===== src/rtl/decode_stage.sv =====
// Instruction-decode pipeline stage: register file with writeback bypass,
// immediate generation, load-use stall, and the ID/EX output register.
package core;
   typedef enum logic [2:0] {
      NOP_FORMAT,
      R_FORMAT,
      I_FORMAT,
      S_FORMAT,
      B_FORMAT,
      U_FORMAT,
      J_FORMAT
   } FORMAT_t;

   typedef logic [4:0] ALU_OP_t;
   typedef logic [4:0] MEM_OP_t;

   localparam logic [1:0] ARITHM_PRFX = 2'b01;
   localparam logic [1:0] BRANCH_PRFX = 2'b10;
   localparam logic [1:0] JUMP_PRFX   = 2'b11;

   localparam ALU_OP_t ALU_NOP   = 5'b00000;
   localparam ALU_OP_t ALU_LUI   = {JUMP_PRFX, 3'd0};
   localparam ALU_OP_t ALU_AUIPC = {JUMP_PRFX, 3'd1};
   localparam ALU_OP_t ALU_JAL   = {JUMP_PRFX, 3'd2};
   localparam ALU_OP_t ALU_JALR  = {JUMP_PRFX, 3'd3};

   localparam logic [1:0] LOAD_PRFX  = 2'b01;
   localparam logic [1:0] STORE_PRFX = 2'b10;
   localparam MEM_OP_t    MEM_NOP    = 5'b00000;

   localparam logic [6:0] OPC_OP_IMM = 7'b0010011;
   localparam logic [6:0] OPC_OP     = 7'b0110011;
   localparam logic [6:0] OPC_LOAD   = 7'b0000011;
   localparam logic [6:0] OPC_STORE  = 7'b0100011;
   localparam logic [6:0] OPC_LUI    = 7'b0110111;
   localparam logic [6:0] OPC_AUIPC  = 7'b0010111;
   localparam logic [6:0] OPC_JAL    = 7'b1101111;
   localparam logic [6:0] OPC_JALR   = 7'b1100111;
   localparam logic [6:0] OPC_BRANCH = 7'b1100011;
   localparam logic [6:0] OPC_SYSTEM = 7'b1110011;
endpackage

module decode_stage
   import core::*;
#(
   parameter int XLEN           = 32,
   parameter int NREGS          = 32,
   parameter int WB_BYPASS      = 1,
   parameter int LOAD_USE_STALL = 1,
   localparam int RW            = $clog2(NREGS)
) (
   input  logic            clk,
   input  logic            rst,
   input  logic            flush_i,
   input  logic            if_valid_i,
   output logic            if_ready_o,
   input  logic [31:0]     instr_i,
   input  logic [XLEN-1:0] pc_i,
   input  logic            wb_en_i,
   input  logic [RW-1:0]   wb_rd_i,
   input  logic [XLEN-1:0] wb_data_i,
   input  logic            ex_ready_i,
   output logic            ex_valid_o,
   output logic [XLEN-1:0] ex_pc_o,
   output logic [31:0]     ex_instr_o,
   output logic [RW-1:0]   ex_rs1_o,
   output logic [RW-1:0]   ex_rs2_o,
   output logic [RW-1:0]   ex_rd_o,
   output logic [XLEN-1:0] ex_rs1_data_o,
   output logic [XLEN-1:0] ex_rs2_data_o,
   output logic [XLEN-1:0] ex_imm_o,
   output FORMAT_t         ex_format_o,
   output ALU_OP_t         ex_alu_op_o,
   output MEM_OP_t         ex_mem_op_o,
   output logic            ex_is_branch_o,
   output logic            ex_illegal_o
);

   typedef struct packed {
      logic [XLEN-1:0] pc;
      logic [31:0]     instr;
      logic [RW-1:0]   rs1;
      logic [RW-1:0]   rs2;
      logic [RW-1:0]   rd;
      logic [XLEN-1:0] rs1_data;
      logic [XLEN-1:0] rs2_data;
      logic [XLEN-1:0] imm;
      FORMAT_t         fmt;
      ALU_OP_t         alu_op;
      MEM_OP_t         mem_op;
      logic            is_branch;
      logic            illegal;
   } id_ex_t;

   function automatic logic [XLEN-1:0] sext(input logic [31:0] v);
      return XLEN'($signed(v));
   endfunction

   logic [XLEN-1:0] rf_q [NREGS];
   logic [XLEN-1:0] rf_d [NREGS];
   id_ex_t          id_ex_q, id_ex_d, dec;
   logic            ex_valid_q, ex_valid_d;

   logic [6:0]    opcode;
   logic [2:0]    f3;
   logic [RW-1:0] f_rs1, f_rs2, f_rd;
   logic [31:0]   imm_i, imm_s, imm_b, imm_u, imm_j;
   logic          ld_in_ex, stall, accept;

   assign opcode = instr_i[6:0];
   assign f3     = instr_i[14:12];
   assign f_rd   = instr_i[7 +: RW];
   assign f_rs1  = instr_i[15 +: RW];
   assign f_rs2  = instr_i[20 +: RW];

   assign imm_i = {{20{instr_i[31]}}, instr_i[31:20]};
   assign imm_s = {{20{instr_i[31]}}, instr_i[31:25],
                   instr_i[11:7]};
   assign imm_b = {{19{instr_i[31]}}, instr_i[31], instr_i[7],
                   instr_i[30:25], instr_i[11:8], 1'b0};
   assign imm_u = {instr_i[31:12], 12'b0};
   assign imm_j = {{11{instr_i[31]}}, instr_i[31],
                   instr_i[19:12], instr_i[20],
                   instr_i[30:21], 1'b0};

   always_comb begin
      dec       = '0;
      dec.fmt   = NOP_FORMAT;
      dec.pc    = pc_i;
      dec.instr = instr_i;
      unique case (1'b1)
         opcode == OPC_OP_IMM: begin
            dec.fmt    = I_FORMAT;
            dec.rs1    = f_rs1;
            dec.rd     = f_rd;
            dec.imm    = sext(imm_i);
            dec.alu_op = {ARITHM_PRFX, f3};
            // canonical nop (addi x0,x0,0)
            if (instr_i[31:7] == '0) dec.alu_op = ALU_NOP;
         end
         opcode == OPC_OP: begin
            dec.fmt    = R_FORMAT;
            dec.rs1    = f_rs1;
            dec.rs2    = f_rs2;
            dec.rd     = f_rd;
            dec.alu_op = {ARITHM_PRFX, f3};
         end
         opcode == OPC_LOAD: begin
            dec.fmt    = I_FORMAT;
            dec.rs1    = f_rs1;
            dec.rd     = f_rd;
            dec.imm    = sext(imm_i);
            dec.mem_op = {LOAD_PRFX, f3};
         end
         opcode == OPC_STORE: begin
            dec.fmt    = S_FORMAT;
            dec.rs1    = f_rs1;
            dec.rs2    = f_rs2;
            dec.imm    = sext(imm_s);
            dec.mem_op = {STORE_PRFX, f3};
         end
         opcode == OPC_LUI: begin
            dec.fmt    = U_FORMAT;
            dec.rd     = f_rd;
            dec.imm    = sext(imm_u);
            dec.alu_op = ALU_LUI;
         end
         opcode == OPC_AUIPC: begin
            dec.fmt    = U_FORMAT;
            dec.rd     = f_rd;
            dec.imm    = sext(imm_u);
            dec.alu_op = ALU_AUIPC;
         end
         opcode == OPC_JAL: begin
            dec.fmt       = J_FORMAT;
            dec.rd        = f_rd;
            dec.imm       = sext(imm_j);
            dec.alu_op    = ALU_JAL;
            dec.is_branch = 1'b1;
         end
         opcode == OPC_JALR: begin
            dec.fmt       = I_FORMAT;
            dec.rs1       = f_rs1;
            dec.rd        = f_rd;
            dec.imm       = sext(imm_i);
            dec.alu_op    = ALU_JALR;
            dec.is_branch = 1'b1;
         end
         opcode == OPC_BRANCH: begin
            dec.fmt       = B_FORMAT;
            dec.rs1       = f_rs1;
            dec.rs2       = f_rs2;
            dec.imm       = sext(imm_b);
            dec.alu_op    = {BRANCH_PRFX, f3};
            dec.is_branch = 1'b1;
         end
         opcode == OPC_SYSTEM: begin
         end
         default: dec.illegal = 1'b1;
      endcase

      dec.rs1_data = (dec.rs1 == '0) ? '0 : rf_q[dec.rs1];
      dec.rs2_data = (dec.rs2 == '0) ? '0 : rf_q[dec.rs2];
      if (WB_BYPASS != 0 && wb_en_i) begin
         if (dec.rs1 != '0 && wb_rd_i == dec.rs1)
            dec.rs1_data = wb_data_i;
         if (dec.rs2 != '0 && wb_rd_i == dec.rs2)
            dec.rs2_data = wb_data_i;
      end
   end

   // unused source fields decode as 0, which never matches a nonzero rd
   assign ld_in_ex = ex_valid_q &&
                     (id_ex_q.mem_op[4:3] == LOAD_PRFX);
   assign stall = (LOAD_USE_STALL != 0) && ld_in_ex &&
                  (id_ex_q.rd != '0) &&
                  ((id_ex_q.rd == dec.rs1) ||
                   (id_ex_q.rd == dec.rs2));

   assign if_ready_o = rst && !stall &&
                       (!ex_valid_q || ex_ready_i);
   assign accept = if_valid_i && if_ready_o;

   always_comb begin
      ex_valid_d = ex_valid_q;
      id_ex_d    = id_ex_q;
      if (flush_i) begin
         ex_valid_d = 1'b0;
      end else if (accept) begin
         ex_valid_d = 1'b1;
         id_ex_d    = dec;
      end else if (ex_ready_i) begin
         ex_valid_d = 1'b0;
      end
   end

   always_comb begin
      rf_d = rf_q;
      if (wb_en_i && wb_rd_i != '0) rf_d[wb_rd_i] = wb_data_i;
   end

   always_ff @(posedge clk or negedge rst) begin
      if (!rst) begin
         rf_q       <= '{default: '0};
         id_ex_q    <= '0;
         ex_valid_q <= 1'b0;
      end else begin
         rf_q       <= rf_d;
         id_ex_q    <= id_ex_d;
         ex_valid_q <= ex_valid_d;
      end
   end

   assign ex_valid_o     = ex_valid_q;
   assign ex_pc_o        = id_ex_q.pc;
   assign ex_instr_o     = id_ex_q.instr;
   assign ex_rs1_o       = id_ex_q.rs1;
   assign ex_rs2_o       = id_ex_q.rs2;
   assign ex_rd_o        = id_ex_q.rd;
   assign ex_rs1_data_o  = id_ex_q.rs1_data;
   assign ex_rs2_data_o  = id_ex_q.rs2_data;
   assign ex_imm_o       = id_ex_q.imm;
   assign ex_format_o    = id_ex_q.fmt;
   assign ex_alu_op_o    = id_ex_q.alu_op;
   assign ex_mem_op_o    = id_ex_q.mem_op;
   assign ex_is_branch_o = id_ex_q.is_branch;
   assign ex_illegal_o   = id_ex_q.illegal;

endmodule


===== config.mk =====
export PLATFORM = sky130hd
export DESIGN_NAME = decode_stage
export DESIGN_NICKNAME = d
export VERILOG_FILES = /design/src/rtl/decode_stage.sv
export SDC_FILE = /design/constraint.sdc
export NUM_CORES = 2
export LEC_CHECK = 0
export BUFFER_PORTS_ARGS = -buffer_cell sky130_fd_sc_hd__buf_2
export CORE_MARGIN = 5
export CORE_UTILIZATION = 62
export DETAILED_ROUTE_END_ITERATION = 8
export HOLD_SLACK_MARGIN = 0.06
export PLACE_DENSITY = 0.8
export REMOVE_ABC_BUFFERS = 1
export SLEW_MARGIN = 10
export SYNTH_ARGS = -nofsm -noshare
export SYNTH_HDL_FRONTEND = slang
export SYNTH_SLANG_ARGS = --single-unit

===== constraint.sdc =====
create_clock -name clk -period 3.3 [get_ports clk]
set_input_delay 0.66 -clock clk [delete_from_list [all_inputs] [get_ports clk]]
set_output_delay 0.66 -clock clk [all_outputs]
set_load 0.03 [all_outputs]

==> results.cfg <==
[status]
status = finished, final reports clean

[timing]
setup_tns_ns = 0
setup_viol = 0
hold_viol_final = 0
finalCritPeriodShare_pct = 97.8
finalCriticalPeriod_ns = 3.23
skew_ns = 0.0213
setup_ws_ns = 0.0730
slew-limit-headroom_pct = 5.34
rsz0062_at_grt = no
fmax_mhz = 310
tightest_slew_ns = 1.41
slew_viol_final = 0

[worst_setup_path]
cp_data_required_time_ns = 2.64
cp-start-kind = register
crit_arrival_ns = 2.57
r2r_slack_ns = 0.41
path_max_fanout = 3
crit_type = register to output pin
reg2reg_from = ex_rd_o[0]
r2r_end = ex_rs2_data_o[3]
end_kind = output pin
ff2ff_path_depth = 8

[finish]
fill_cells = 7068
ff_latch_area_mm2 = 0.0304
multiInputGateArea_mm2 = 0.0316
fin_cells = 7851
area_growth_pct = 14.9
final_nets = 6466
drive_gt1_share_pct = 31.6

[logic_synthesis]
syn_area_per_cell_um2 = 10.3
synth_area_mm2 = 0.0641
synthTopCellsByArea = dfrtp_1 (47%), mux2_2 (20%), nand2_1 (5.5%), mux2i_1 (4.8%), a21oi_1 (3.1%)
syn_inst = 6214
yosysTopAreaCell = dfrtp_1
ys_seq_elements = 1215
synth.distinct_cells = 73
synthTopCellsByCount = dfrtp_1 (1215), mux2_2 (1118), nand2_1 (938)
synth_top_area_share_pct = 47.4
synth_most_common_cell = dfrtp_1
yosysWarnings = 0
synth_edf_count = 0
ys_async_sr_fraction_pct = 100
synth_top_flop_cell = dfrtp_1
yosysSeqAreaShare_pct = 47.4

[place]
io_buffers = 298
dp_hpwl_mm = 144
place_ws_ns = -0.0321
place_inst = 7605
routabilityCongestion = 0.950

[hold_path]
min_path_cells = 3
min_path_type = primary input to register
hp-start = pc_i[21]
min_to = ex_pc_o[21]

[routing]
num_vias = 57500
drc = 0
ant_nets = 0
wirelength_mm = 240
routedWlPerCell_um = 30.6
drt_iter0_markers = 8316
first_pass_iters = 9
via_per_inst = 7.33

[power_and_ir_drop]
pwr_density_cell_mw_per_mm2 = 580
ir_drop_v = 0.000502
leakage_nw = 33.0
p_total_mw = 42.7

[cts]
cts_tree = built
htreeDepth = 4
cts_inserted_buffers = 131
clkTransAtPathRegs_ns = 0.06
clk_latency_ns = 0.76
root_buffer = clkbuf_16
cts_setup_buffers = 0
cts.path.max_buffers = 3
clock-sinks = 1215

[die]
dieArea_mm2 = 0.110
initial_utilization_pct = 62.2
die_y_um = 332
rows = 118
coreArea_mm2 = 0.103
dieWidth_um = 332
io_pins = 299

[grt]
grt_usage_pct = 42.2
antenna_found_initial = 8
grt_pass1_vias = 57400
grt-ovfl-total = 0
grt_max_degree = 173
grt_pass1_wl_mm = 357

[run]
drv_cap = 0
[worst max-delay path by stage]
stage	from	end	slack, ns	cells past startpoint
2_1_floorplan	instr_i[6]	ex_rs1_data_o[28]	-12.21	6
3_3_place_gp	instr_i[2]	ex_rs1_data_o[13]	-0.01	10
3_5_place_dp	instr_i[2]	ex_rs1_data_o[13]	-0.03	10
4_1_cts	ex_rd_o[0]	if_ready_o	0.008	6
5_1_grt	ex_rd_o[0]	if_ready_o	0.02	6
6_report	ex_rd_o[0]	if_ready_o	0.07	6
[critical path: stages (launching register included)]
cell and delay (ns):
dfrtp_1 0.38, or3_1 0.43, o311a_1 0.34, and2_1 0.16, and4_4 0.20, nor2_2 0.12, buf_4 0.18
[layout by cell type, fill, tap and decap left out, types with 11 or more instances in the layout]
master     Yosys  final
clkbuf_16      0    139
a31oi_1      136    136
o221ai_1      84     84
diode_2        0     20
nor3_1        98     96
buf_12         0     96
or3_1         31     31
nor2b_1       70     70
nor2_1       176    155
o22ai_1       97     97
o21ai_0      286    285
nor2_4         0     19
clkbuf_1     503     22
a21oi_1      393    392
clkbuf_8       0     37
mux2_2      1118   1118
nand2_1      938    922
mux2i_1      310    310
a21o_1        13     13
o211ai_1      46     46
dfrtp_1     1215   1215
a221oi_1      66     66
a311o_1       26     26
clkinv_2       0     13
nand2_2        0     16
nand3_1      140    136
nand4_1       11     11
buf_2         44    293
buf_4          0    252
a211oi_1     107    103
and3_1        25     22
xnor2_1       13     13
a32oi_1       36     36
[registers in the layout (all words and copies together) (netlist names)]
| signal | cells |
|---|---|
| ex_instr_o | 32 |
| ex_pc_o | 32 |
| ex_valid_o | 1 |
| ex_format_o | 3 |
| rf_q | 1024 |
| ex_illegal_o | 1 |
| ex_rs1_data_o | 32 |
| ex_rs2_data_o | 32 |
| ex_imm_o | 32 |
| ex_mem_op_o | 5 |
| ex_rd_o | 5 |
| ex_is_branch_o | 1 |
| ex_rs2_o | 5 |
| ex_alu_op_o | 5 |
| ex_rs1_o | 5 |
[per-layer routing]
metal  share of wire (%)  vias to the layer above  track usage [%]
li1                    -                    22900                -
met1                  34                    27900             52.6
met2                  42                     5235             60.0
met3                  15                     1526             16.9
met4                 8.5                        4             29.6
met5               0.066                        -             1.22
[area by class of cell]
cell class	count	area share (%)
Antenna cell	20	0.0680
Inverter	10	0.0510
Clock inverter	28	0.552
Timing Repair Buffer	645	7.25
Multi-Input combinational cell	4356	42.9
Tap cell	1380	2.35
Sequential cell	1215	41.3
Clock buffer	197	5.51
[cells by family (layout without fill, tap and decap cells)]
family	count (synthesis)	count (layout)	synth area share, %
buffers and inverters	643	880	3.87
DFF	1215	1215	47.4
other	0	20	0
and+or+nand+nor	1544	1544	10.4
xor gates and xnor gates	13	13	0.178
muxes	1431	1431	24.6
AOI/OAI and AO/OA	1368	1368	13.6
[stage by stage]
| step | utilization (%) | area (µm²) | hold slack [ns] |
|---|---|---|---|
| 2_1_floorplan | - | 61700 | 0.364 |
| 3_3_place_gp | 67.0 | 69100 | 0.383 |
| 3_5_place_dp | 67.0 | 69100 | 0.387 |
| 4_1_cts | 71.4 | 73600 | 0.0835 |
| 5_1_grt | 71.4 | 73600 | 0.0830 |
| 6_report | 71.4 | 73600 | 0.0977 |
[power breakdown]
part	switching [mW]	internal, mW	leakage [nW]
logic	3.93	3.59	15.3
registers	2.23	17.6	15.5
clock network	6.12	9.22	2.20
[repair_timing]
| action | 4_1_cts | 5_1_grt |
|---|---|---|
| hold buffers | 1 | 0 |
| endpoints found under the setup margin | 0 | 1 |
| endpoints found under the hold margin | 28 | 0 |
| gates resized for setup | 0 | 3 |
Note: power is estimated with default switching activity, not from simulation.
